### config.mk
export PLATFORM = sky130hd
export DESIGN_NAME = shift_rows
export DESIGN_NICKNAME = d
export VERILOG_FILES = /design/src/rtl/shift_rows.sv
export SDC_FILE = /design/constraint.sdc
export NUM_CORES = 1
export LEC_CHECK = 0
export BUFFER_PORTS_ARGS = -buffer_cell sky130_fd_sc_hd__buf_2
export CAP_MARGIN = 20
export CORE_MARGIN = 5
export CORE_UTILIZATION = 42
export DETAILED_ROUTE_END_ITERATION = 16
export PLACE_DENSITY = 0.82
export SYNTH_ARGS = -nofsm -noshare
export SYNTH_HDL_FRONTEND = slang
export SYNTH_SLANG_ARGS = --single-unit
### constraint.sdc
create_clock -name clk -period 0.9 [get_ports clk]
set_clock_uncertainty 0.15 [all_clocks]
set_input_delay 0.27 -clock clk [delete_from_list [all_inputs] [get_ports clk]]
set_output_delay 0.27 -clock clk [all_outputs]
set_load 0.005 [all_outputs]
### src/rtl/shift_rows.sv
// AES ShiftRows / InvShiftRows pipeline stage: pure byte routing of the
// 128-bit state followed by one output register with a matching valid flag.
module shift_rows #(
  parameter bit INV_EN = 1'b1
) (
  input  logic         clk,
  input  logic         rst_n,
  input  logic         in_valid,
  input  logic         inv,
  input  logic [127:0] a,
  output logic         out_valid,
  output logic [127:0] b
);

  logic [127:0] fwd_s;
  logic [127:0] inv_s;
  logic [127:0] perm_s;
  logic [127:0] b_d;
  logic [127:0] b_q;
  logic         out_valid_q;

  // Element (row r, col c) lives in byte 4c+r; rows rotate left (fwd) or right (inv) by r.
  for (genvar r = 0; r < 4; r++) begin : g_row
    for (genvar c = 0; c < 4; c++) begin : g_col
      assign fwd_s[8*(4*c+r) +: 8] = a[8*(4*((c+r)%4)+r) +: 8];
      assign inv_s[8*(4*c+r) +: 8] = a[8*(4*((c-r+4)%4)+r) +: 8];
    end
  end

  // Mode select and load/hold next-state for the output register.
  always_comb begin
    perm_s = fwd_s;
    b_d    = b_q;
    if ((INV_EN == 1'b1) && inv) begin
      perm_s = inv_s;
    end else begin
      perm_s = fwd_s;
    end
    if (in_valid) begin
      b_d = perm_s;
    end else begin
      b_d = b_q;
    end
  end

  // Output pipeline register; valid tracks in_valid every cycle.
  always_ff @(posedge clk or negedge rst_n) begin
    if (!rst_n) begin
      b_q         <= 128'h0;
      out_valid_q <= 1'b0;
    end else begin
      b_q         <= b_d;
      out_valid_q <= in_valid;
    end
  end

  assign b         = b_q;
  assign out_valid = out_valid_q;

endmodule

==> impl_metrics.env, run 1 <==
export IMPL_cts_buffers=17
export IMPL_die_x_microns=123
export IMPL_dieArea_sq_um=15200
export IMPL_worstMarginPinSlew_ns=0.299
export IMPL_p_int_mw=12.3
export IMPL_seqPwrFrac=0.403
export IMPL_netlist_area_sq_um=5400
export IMPL_hp_class="in2reg"
export IMPL_vias=4661
export IMPL_drc=0
export IMPL_dr_pass1_iters=4
export IMPL_total_power_mw=16.8
export IMPL_synth_seq_area_share=0.598
export IMPL_syn_inst=413
export IMPL_multi_input_area_sq_um=2300
export IMPL_setup_slack_ns=-0.486
export IMPL_period_share=1.54
export IMPL_cp_data_arrival_time_ns=0.97
export IMPL_worstRegToRegCells=3
export IMPL_postRouteAntennaNets=0
export IMPL_hold_depth=2
export IMPL_hold_viol_final=64
export IMPL_synth_warnings=0
export IMPL_cp_required_ns=0.48
export IMPL_first_global_vias=4876
export IMPL_synth_edf_count=0
export IMPL_whs_endpoint="b[100]"
export IMPL_yosysMostFrequentCell="dfrtp_1"
export IMPL_root_buffer="clkbuf_16"
export IMPL_critical_path_startpoint_type="register"
export IMPL_ys_top_cells_by_count="129 x dfrtp_1, 64 x a21oi_1, 64 x mux2_2, 64 x mux2i_1, 64 x nor2_1"
export IMPL_violations="hold timing, setup timing"
export IMPL_clk_pin_slew_worst_paths_ns=0.06
export IMPL_synth_avg_cell_area_sq_um=13.1
export IMPL_grt_pass1_wl_mm=23.7
export IMPL_synthTopCellsByArea="dfrtp_1 60%, mux2_2 13%, mux2i_1 12%"
export IMPL_netSwitchingFraction=0.266
export IMPL_rows=41
export IMPL_outcome="finished with violations"
export IMPL_drtIter0Drc=304
export IMPL_routed_via_density=4.98
export IMPL_worstSetupEndpointType="output pin"
export IMPL_avgRoutedWirePerCell_microns=18.7
export IMPL_antenna_cells=0
export IMPL_start_util=0.428
export IMPL_cts_max_level=4
export IMPL_area_delta_synth_final_pct=59.4
export IMPL_clk_path_buf_depth=2
export IMPL_die_y_microns=123
export IMPL_ff_latch_area_sq_um=3230
export IMPL_reg2reg_to="b[17]"
export IMPL_crit_chain="buf_2"
export IMPL_slew_viol_final=0
export IMPL_yosys_area_top_type="dfrtp_1"
export IMPL_post_place_ws_ns=-0.390
export IMPL_tns_ns=-61.30
export IMPL_insertion_delay_ns=0.41
export IMPL_synth_flop_cell="dfrtp_1"
export IMPL_worst_path_buf_inv=1
export IMPL_grt_overflow=0
export IMPL_fin_crit_ns=1.39
export IMPL_fmax_mhz=722
export IMPL_p_leak_nw=4.25
export IMPL_rr_startpoint="b[17]"
export IMPL_peakVddDrop_uv=1360
export IMPL_grt_total_usage=0.203
export IMPL_antenna_found_initial=0
export IMPL_gp_congestion=0.808
export IMPL_max_stage_delay_ns=0.42
export IMPL_nets=883
export IMPL_layout_drive_gt1_share=0.644
export IMPL_critical_path_top_delay_family="flip-flops"
export IMPL_hold_start="a[100]"
export IMPL_p_clk_frac=0.403
export IMPL_p_sw_mw=4.48
export IMPL_wirelength_mm=17.5
export IMPL_ys_types=9
export IMPL_placement_io_buffers=260
export IMPL_cts_hold_buf=1
export IMPL_core_sq_um=12600
export IMPL_synth_nets=545
export IMPL_max_slew_margin_rel=0.795
export IMPL_synth_seq_cells=129
export IMPL_power_density_nw_per_um2=1960
export IMPL_cp_slowest_cell="dfrtp_1"
export IMPL_r2r_slack_ns=-0.27
export IMPL_cts_tree="yes"
export IMPL_finalSetupViolCount=200
export IMPL_synth_top_area_share=0.598
export IMPL_cp_max_fo=2
export IMPL_combPwrFrac=0.194
export IMPL_rsz0062_at_grt="true"
export IMPL_grt_max_degree=49
export IMPL_clock_sinks=129
export IMPL_whs_ns=-0.0612
export IMPL_crit_type="reg2out"
export IMPL_fillCellCount=861
export IMPL_synth_async_reset_ratio=1.00
export IMPL_io_pins=261
export IMPL_dp_hpwl_mm=11.6
export IMPL_drv_cap=0
==> state kept, by name, indices dropped and copies added (netlist names) <==
| signal | flops |
|---|---|
| b | 128 |
| out_valid | 1 |
==> per-layer routing <==
metal  track usage  routed length [microns]  vias to the layer above  share of wire
li1              -                        -                     2115              -
met1         0.216                     6160                     2281           0.35
met2         0.366                     9500                      225           0.54
met3        0.0631                     1410                       40          0.080
met4        0.0900                      422                        0          0.024
met5             0                        0                        -              0
==> stage by stage <==
stage	cells	util	cell area [sq um]
after floorplan	413	-	5520
after CTS	922	0.639	8060
final	936	0.682	8610
after global placement	849	0.562	7100
after global routing	936	0.682	8610
after detailed placement	849	0.562	7100
==> placed cells by master (no fill, tap or decap), types with 18 or more instances in the layout <==
| cell | n |
|---|---|
| nor2_1 | 30 |
| a21oi_1 | 48 |
| mux2_4 | 29 |
| mux2_2 | 35 |
| dfrtp_1 | 129 |
| clkbuf_16 | 18 |
| buf_2 | 256 |
| nor2_4 | 24 |
| buf_6 | 43 |
| mux2i_1 | 64 |
| buf_4 | 36 |
==> power by group through the flow <==
stage          Combinational, mW  Sequential (mW)  Clock [mW]
6_report                    3.27             6.78        6.78
5_1_grt                     3.52             6.84        7.17
4_1_cts                     2.80             6.72        6.88
3_5_place_dp                2.46             6.82           0
3_3_place_gp                2.35             6.79           0
2_1_floorplan               1.03             6.85           0
==> area by class of cell <==
type                       instances  share of cell area
sequential                       129               0.375
multi-input combinational        256               0.267
timing repair buffer             347               0.265
clock buffer                      17              0.0494
tap                              172              0.0250
clock inverter                    15              0.0186
==> logic make-up after synthesis <==
kind of cell / after synthesis / share of synthesized area
muxes: 128 / 0.252
DFF: 129 / 0.598
buffers and inverters: 28 / 0.0463
and+or+nand+nor: 64 / 0.0445
AOI/OAI and AO/OA: 64 / 0.0593
==> how the worst max path moves through the flow <==
stage	from	endpoint	slack, ns	cells past startpoint
final	b[30]	b[30]	-0.49	1
after global routing	b[17]	b[17]	-0.52	1
after CTS	b[113]	b[113]	-0.49	1
after detailed placement	in_valid	b[89]	-0.39	5
after global placement	inv	b[106]	-0.34	4
after floorplan	in_valid	b[100]	-0.19	3
==> repair_timing <==
action | in CTS | in global routing
gates cloned | 0 | 1
endpoints found under the setup margin | 176 | 222
gates resized for setup | 21 | 114
buffers inserted | 43 | 31
endpoints found under the hold margin | 199 | 64
pin swaps | 3 | 13
Power figures use the tool's default switching activity.
==> run 2: changes to the inputs <==
Settings changed: CORE_UTILIZATION 42 to 43, CTS_BUF_LIST set to sky130_fd_sc_hd__clkbuf_8, PLACE_DENSITY 0.82 to 0.83.
==> run 2 against run 1 <==
Against the previous run:
- the run still ends with hold timing, setup timing left
- routed wire length down 8.2%
- setup slack got worse by 0.0042 ns
- via count shrank 3.2%
- critical path type unchanged
- largest power group unchanged
==> impl_metrics.env, run 2 (synthesis gave the netlist of run 1 again) <==
export IMPL_outcome="finished with violations"
export IMPL_violations="hold timing, setup timing"
export IMPL_first_global_vias=4827
export IMPL_largest_reg_flops=128
export IMPL_dp_hpwl_mm=11.1
export IMPL_hp_class="in2reg"
export IMPL_fmax_mhz=719
export IMPL_cp_max_fo=2
export IMPL_busiest_layer="met2"
export IMPL_crit_type="reg2out"
export IMPL_rsz0062_at_grt="true"
export IMPL_p_leak_nw=4.19
export IMPL_die_x_microns=122
export IMPL_final_cell_mix="256 x buf_2, 129 x dfrtp_1, 64 x mux2i_1"
export IMPL_layout_commonest_cell="buf_2"
export IMPL_antenna_cells=0
export IMPL_fillCellCount=898
export IMPL_cts_buffers=17
export IMPL_power_density_nw_per_um2=1790
export IMPL_finalSetupViolCount=201
export IMPL_cp_data_arrival_time_ns=0.97
export IMPL_postRouteAntennaNets=0
export IMPL_drtIter0Drc=207
export IMPL_total_power_mw=14.9
export IMPL_worstMarginPinSlew_ns=0.327
export IMPL_start_util=0.433
export IMPL_period_share=1.54
export IMPL_core_sq_um=12500
export IMPL_cp_required_ns=0.48
export IMPL_critical_path_top_delay_family="flip-flops"
export IMPL_grt_total_usage=0.199
export IMPL_worstSetupEndpointType="output pin"
export IMPL_avgRoutedWirePerCell_microns=17.3
export IMPL_nets=877
export IMPL_clk_path_buf_depth=2
export IMPL_postPlaceCellArea_sq_um=7080
export IMPL_clock_sinks=129
export IMPL_insertion_delay_ns=0.42
export IMPL_final_area_sq_um=8360
export IMPL_gp_congestion=0.812
export IMPL_slew_viol_final=0
export IMPL_die_y_microns=122
export IMPL_rows=41
export IMPL_grt_max_degree=63
export IMPL_post_place_ws_ns=-0.395
export IMPL_max_stage_delay_ns=0.41
export IMPL_cts_hold_buf=1
export IMPL_worst_path_buf_inv=1
export IMPL_max_slew_margin_rel=0.782
export IMPL_antenna_found_initial=0
export IMPL_root_buffer="clkbuf_8"
export IMPL_dr_pass1_iters=4
export IMPL_grt_overflow=0
export IMPL_layout_drive_gt1_share=0.636
export IMPL_setup_slack_ns=-0.490
export IMPL_vias=4510
export IMPL_critical_path_startpoint_type="register"
export IMPL_drv_cap=0
export IMPL_dieArea_sq_um=14900
export IMPL_whs_ns=-0.0725
export IMPL_grtUsageMet3=0.0692
export IMPL_area_delta_synth_final_pct=54.8
export IMPL_fin_crit_ns=1.39
export IMPL_grt_use_met2=0.357
export IMPL_placement_io_buffers=260
export IMPL_clk_pin_slew_worst_paths_ns=0.08
export IMPL_use_met1=0.222
export IMPL_wirelength_mm=16.1
export IMPL_hold_viol_final=65
export IMPL_cp_slowest_cell="dfrtp_1"
export IMPL_cts_tree="yes"
export IMPL_crit_chain="buf_2"
export IMPL_grt_pass1_wl_mm=23.3
export IMPL_peakVddDrop_uv=1680
export IMPL_cts_max_level=4
export IMPL_io_pins=261
export IMPL_drc=0
export IMPL_routed_via_density=4.85
-- run 2: per-stage QoR --
stage | setup TNS, ns | utilization | cells
2_1_floorplan | -18.80 | - | 413
4_1_cts | -65.39 | 0.629 | 918
6_report | -62.54 | 0.671 | 930
3_3_place_gp | -38.13 | 0.568 | 843
5_1_grt | -73.13 | 0.671 | 930
3_5_place_dp | -41.74 | 0.568 | 843
-- run 2: worst paths after layout --
check	slack, ns	depth (start not counted)	from	end
min	-0.07	2	a[84]	b[20]
max	-0.49	1	b[116]	b[116]
max in group asynchronous	0.05	3	rst_n	b[123]
min in group asynchronous	0.21	3	rst_n	b[79]
max reg2reg	-0.23	3	b[6]	b[6]
min reg2reg	0.35	1	b[112]	b[112]
-- run 2: cell type report --
class | instances | area (sq um) | share of cell area
Sequential cell | 129 | 3230 | 0.386
Clock buffer | 22 | 303 | 0.0362
Clock inverter | 10 | 108 | 0.0129
Timing Repair Buffer | 341 | 2230 | 0.266
Multi-Input combinational cell | 256 | 2280 | 0.273
Tap cell | 172 | 215 | 0.0257
-- run 2: worst register-to-register path: cells and delay by family (launching register included) --
kind                   cells  cell delay, ns
buffers and inverters      2            0.22
multiplexers               1            0.25
flip-flops                 1            0.40
-- run 2: where the power goes --
group | switching, mW | internal [mW] | leakage [nW]
sequential | 0.376 | 6.39 | 1.47
clock | 2.21 | 2.81 | 0.212
combinational | 1.34 | 1.81 | 2.51
-- run 2: routing by layer --
metal | wire length (microns) | part of all wire
met3 | 1220 | 0.076
met4 | 264 | 0.016
met5 | 0 | 0
met1 | 6000 | 0.37
met2 | 8580 | 0.53
-- run 2: timing repair --
item	in CTS	in global routing
gates resized for setup	10	114
endpoints found under the hold margin	235	81
setup buffers	42	32
pin swaps	0	11
setup endpoints to repair	171	216
==> run 3: changes to the inputs <==
Settings changed: ABC_AREA set to 1, CORE_UTILIZATION 43 to 44, PLACE_DENSITY 0.83 to 0.84.
==> run 3 against run 2 <==
Against the previous run:
- the run still ends with hold timing, setup timing left
- design area up 10%
- synthesized cell count up 81%
- first-iteration DRC count is 130% higher
- fmax down 1.5%
- sequential power down 1%
==> impl_metrics.env, run 3 <==
export IMPL_outcome="finished with violations"
export IMPL_violations="hold timing, setup timing"
export IMPL_crit_chain="buf_2"
export IMPL_finalSetupViolCount=145
export IMPL_clock_sinks=129
export IMPL_yosysMostFrequentCell="nand2_1"
export IMPL_drc=0
export IMPL_root_buffer="clkbuf_8"
export IMPL_crit_type="reg2out"
export IMPL_ys_types=9
export IMPL_postPlaceCellArea_sq_um=7430
export IMPL_worstMarginPinSlew_ns=0.303
export IMPL_r2r_slack_ns=-0.10
export IMPL_critical_path_top_delay_family="flip-flops"
export IMPL_vias=6342
export IMPL_cp_data_arrival_time_ns=0.99
export IMPL_clk_pin_slew_worst_paths_ns=0.07
export IMPL_clk_path_buf_depth=2
export IMPL_gp_congestion=0.833
export IMPL_synth_async_reset_ratio=1.00
export IMPL_cts_tree="yes"
export IMPL_first_global_vias=6198
export IMPL_slew_viol_final=0
export IMPL_grt_total_usage=0.246
export IMPL_largest_reg_flops=128
export IMPL_whs_ns=-0.00454
export IMPL_nets=1276
export IMPL_final_area_sq_um=9210
export IMPL_fin_crit_ns=1.41
export IMPL_p_leak_nw=5.42
export IMPL_fmax_mhz=709
export IMPL_max_stage_delay_ns=0.41
export IMPL_post_place_ws_ns=-0.284
export IMPL_synth_edf_count=0
export IMPL_dr_pass1_iters=6
export IMPL_cts_max_level=4
export IMPL_syn_inst=748
export IMPL_worstSetupEndpointType="output pin"
export IMPL_core_sq_um=13100
export IMPL_max_slew_margin_rel=0.798
export IMPL_synth_nets=880
export IMPL_final_cell_mix="399 x nand2_1, 253 x buf_2, 129 x dfrtp_1"
export IMPL_total_power_mw=15.5
export IMPL_synth_top_area_share=0.557
export IMPL_insertion_delay_ns=0.43
export IMPL_setup_slack_ns=-0.511
export IMPL_rows=42
export IMPL_dieArea_sq_um=15600
export IMPL_synth_flop_cell="dfrtp_1"
export IMPL_postRouteAntennaNets=0
export IMPL_area_delta_synth_final_pct=59.0
export IMPL_synth_warnings=0
export IMPL_hold_depth=5
export IMPL_grt_max_degree=56
export IMPL_cp_depth=1
export IMPL_critical_path_startpoint_type="register"
export IMPL_cp_required_ns=0.48
export IMPL_cts_hold_buf=65
export IMPL_synth_avg_cell_area_sq_um=7.74
export IMPL_synth_seq_cells=129
export IMPL_start_util=0.443
export IMPL_io_pins=261
export IMPL_routed_via_density=4.75
export IMPL_layout_drive_gt1_share=0.374
export IMPL_post_route_util=0.704
export IMPL_layout_commonest_cell="nand2_1"
export IMPL_grt_pass1_wl_mm=31.0
export IMPL_hp_class="in2reg"
export IMPL_die_y_microns=125
export IMPL_avgRoutedWirePerCell_microns=15.1
export IMPL_peakVddDrop_uv=992
export IMPL_dp_hpwl_mm=11.8
export IMPL_rsz0062_at_grt="true"
export IMPL_period_share=1.57
export IMPL_worst_path_buf_inv=1
export IMPL_cp_slowest_cell="dfrtp_1"
export IMPL_die_x_microns=125
export IMPL_cp_max_fo=2
export IMPL_yosys_area_top_type="dfrtp_1"
export IMPL_hold_viol_final=4
export IMPL_synthTopCellsByArea="dfrtp_1 56%, nand2_1 29%, nand3_1 5.5%"
export IMPL_grt_overflow=0
export IMPL_synth_seq_area_share=0.557
export IMPL_ys_top_cells_by_count="448 x nand2_1, 129 x dfrtp_1, 64 x inv_1, 64 x nand3_1, 20 x buf_4"
export IMPL_drv_cap=0
export IMPL_netlist_area_sq_um=5790
export IMPL_worstRegToRegCells=4
export IMPL_power_density_nw_per_um2=1680
export IMPL_cts_buffers=17
export IMPL_wirelength_mm=20.1
export IMPL_drtIter0Drc=478
export IMPL_antenna_found_initial=1
export IMPL_placement_io_buffers=260
## run 3: cell count changes after synthesis, moves of 15 or more
cell,change
nand2_1,+448
a21oi_1,-64
inv_1,+64
mux2_2,-64
mux2i_1,-64
nand3_1,+64
nor2_1,-64
buf_4,+15
## run 3: path summary, 6_finish.rpt
| kind | from | endpoint |
|---|---|---|
| setup / recovery | b[23] | b[23] |
| hold / removal | a[124] | b[28] |
| setup reg to reg | b[36] | b[36] |
| hold reg to reg | b[49] | b[49] |
| max in group asynchronous | rst_n | b[13] |
| min in group asynchronous | rst_n | b[11] |
## run 3: layout make-up
class | count | area [sq um]
Timing Repair Buffer | 418 | 2930
Tap cell | 176 | 220
Multi-Input combinational cell | 512 | 2130
Clock inverter | 12 | 165
Antenna cell | 1 | 2.50
Sequential cell | 129 | 3230
Inverter | 66 | 253
Clock buffer | 20 | 275
Fill cell | 911 | 3880
## run 3: report_power, final
group | switching [mW] | leakage [nW] | internal [mW]
registers | 0.344 | 1.56 | 6.36
logic | 1.58 | 3.63 | 1.74
clock network | 2.28 | 0.229 | 3.21
total | 4.20 | 5.42 | 11.3
## run 3: repair_timing
action | CTS | global route
hold endpoints to repair | 256 | 13
setup endpoints to repair | 130 | 158
buffers inserted | 29 | 37
pin swaps | 3 | 20
cloned | 0 | 0
gates resized for setup | 9 | 74
## run 3: worst register-to-register path, delay by kind of cell (launching register included)
family | cells | cell delay [ns]
flops | 1 | 0.41
buf+inv | 2 | 0.22
simple gates | 2 | 0.11
## run 3: through the flow
step | hold slack, ns | setup TNS [ns] | instances
floorplan | -0.176 | -2.45 | 748
global placement | -0.0482 | -29.48 | 1178
detailed placement | -0.0515 | -31.41 | 1178
CTS | -0.0453 | -65.54 | 1304
global route | -0.0267 | -70.15 | 1334
finish | -0.00454 | -61.38 | 1334
## run 3: cells by family (layout without fill, tap and decap cells)
kind of cell | after synthesis | in the layout | synth area share
buffers and inverters | 107 | 516 | 0.0972
DFF | 129 | 129 | 0.557
other | 0 | 1 | 0
and+or+nand+nor | 512 | 512 | 0.346
## run 3: per-layer routing
metal,part of all wire,global-route usage,routed length [microns]
met3,0.085,0.0926,1720
met5,0,0,0
met2,0.50,0.410,10100
met4,0.042,0.110,837
met1,0.37,0.282,7520
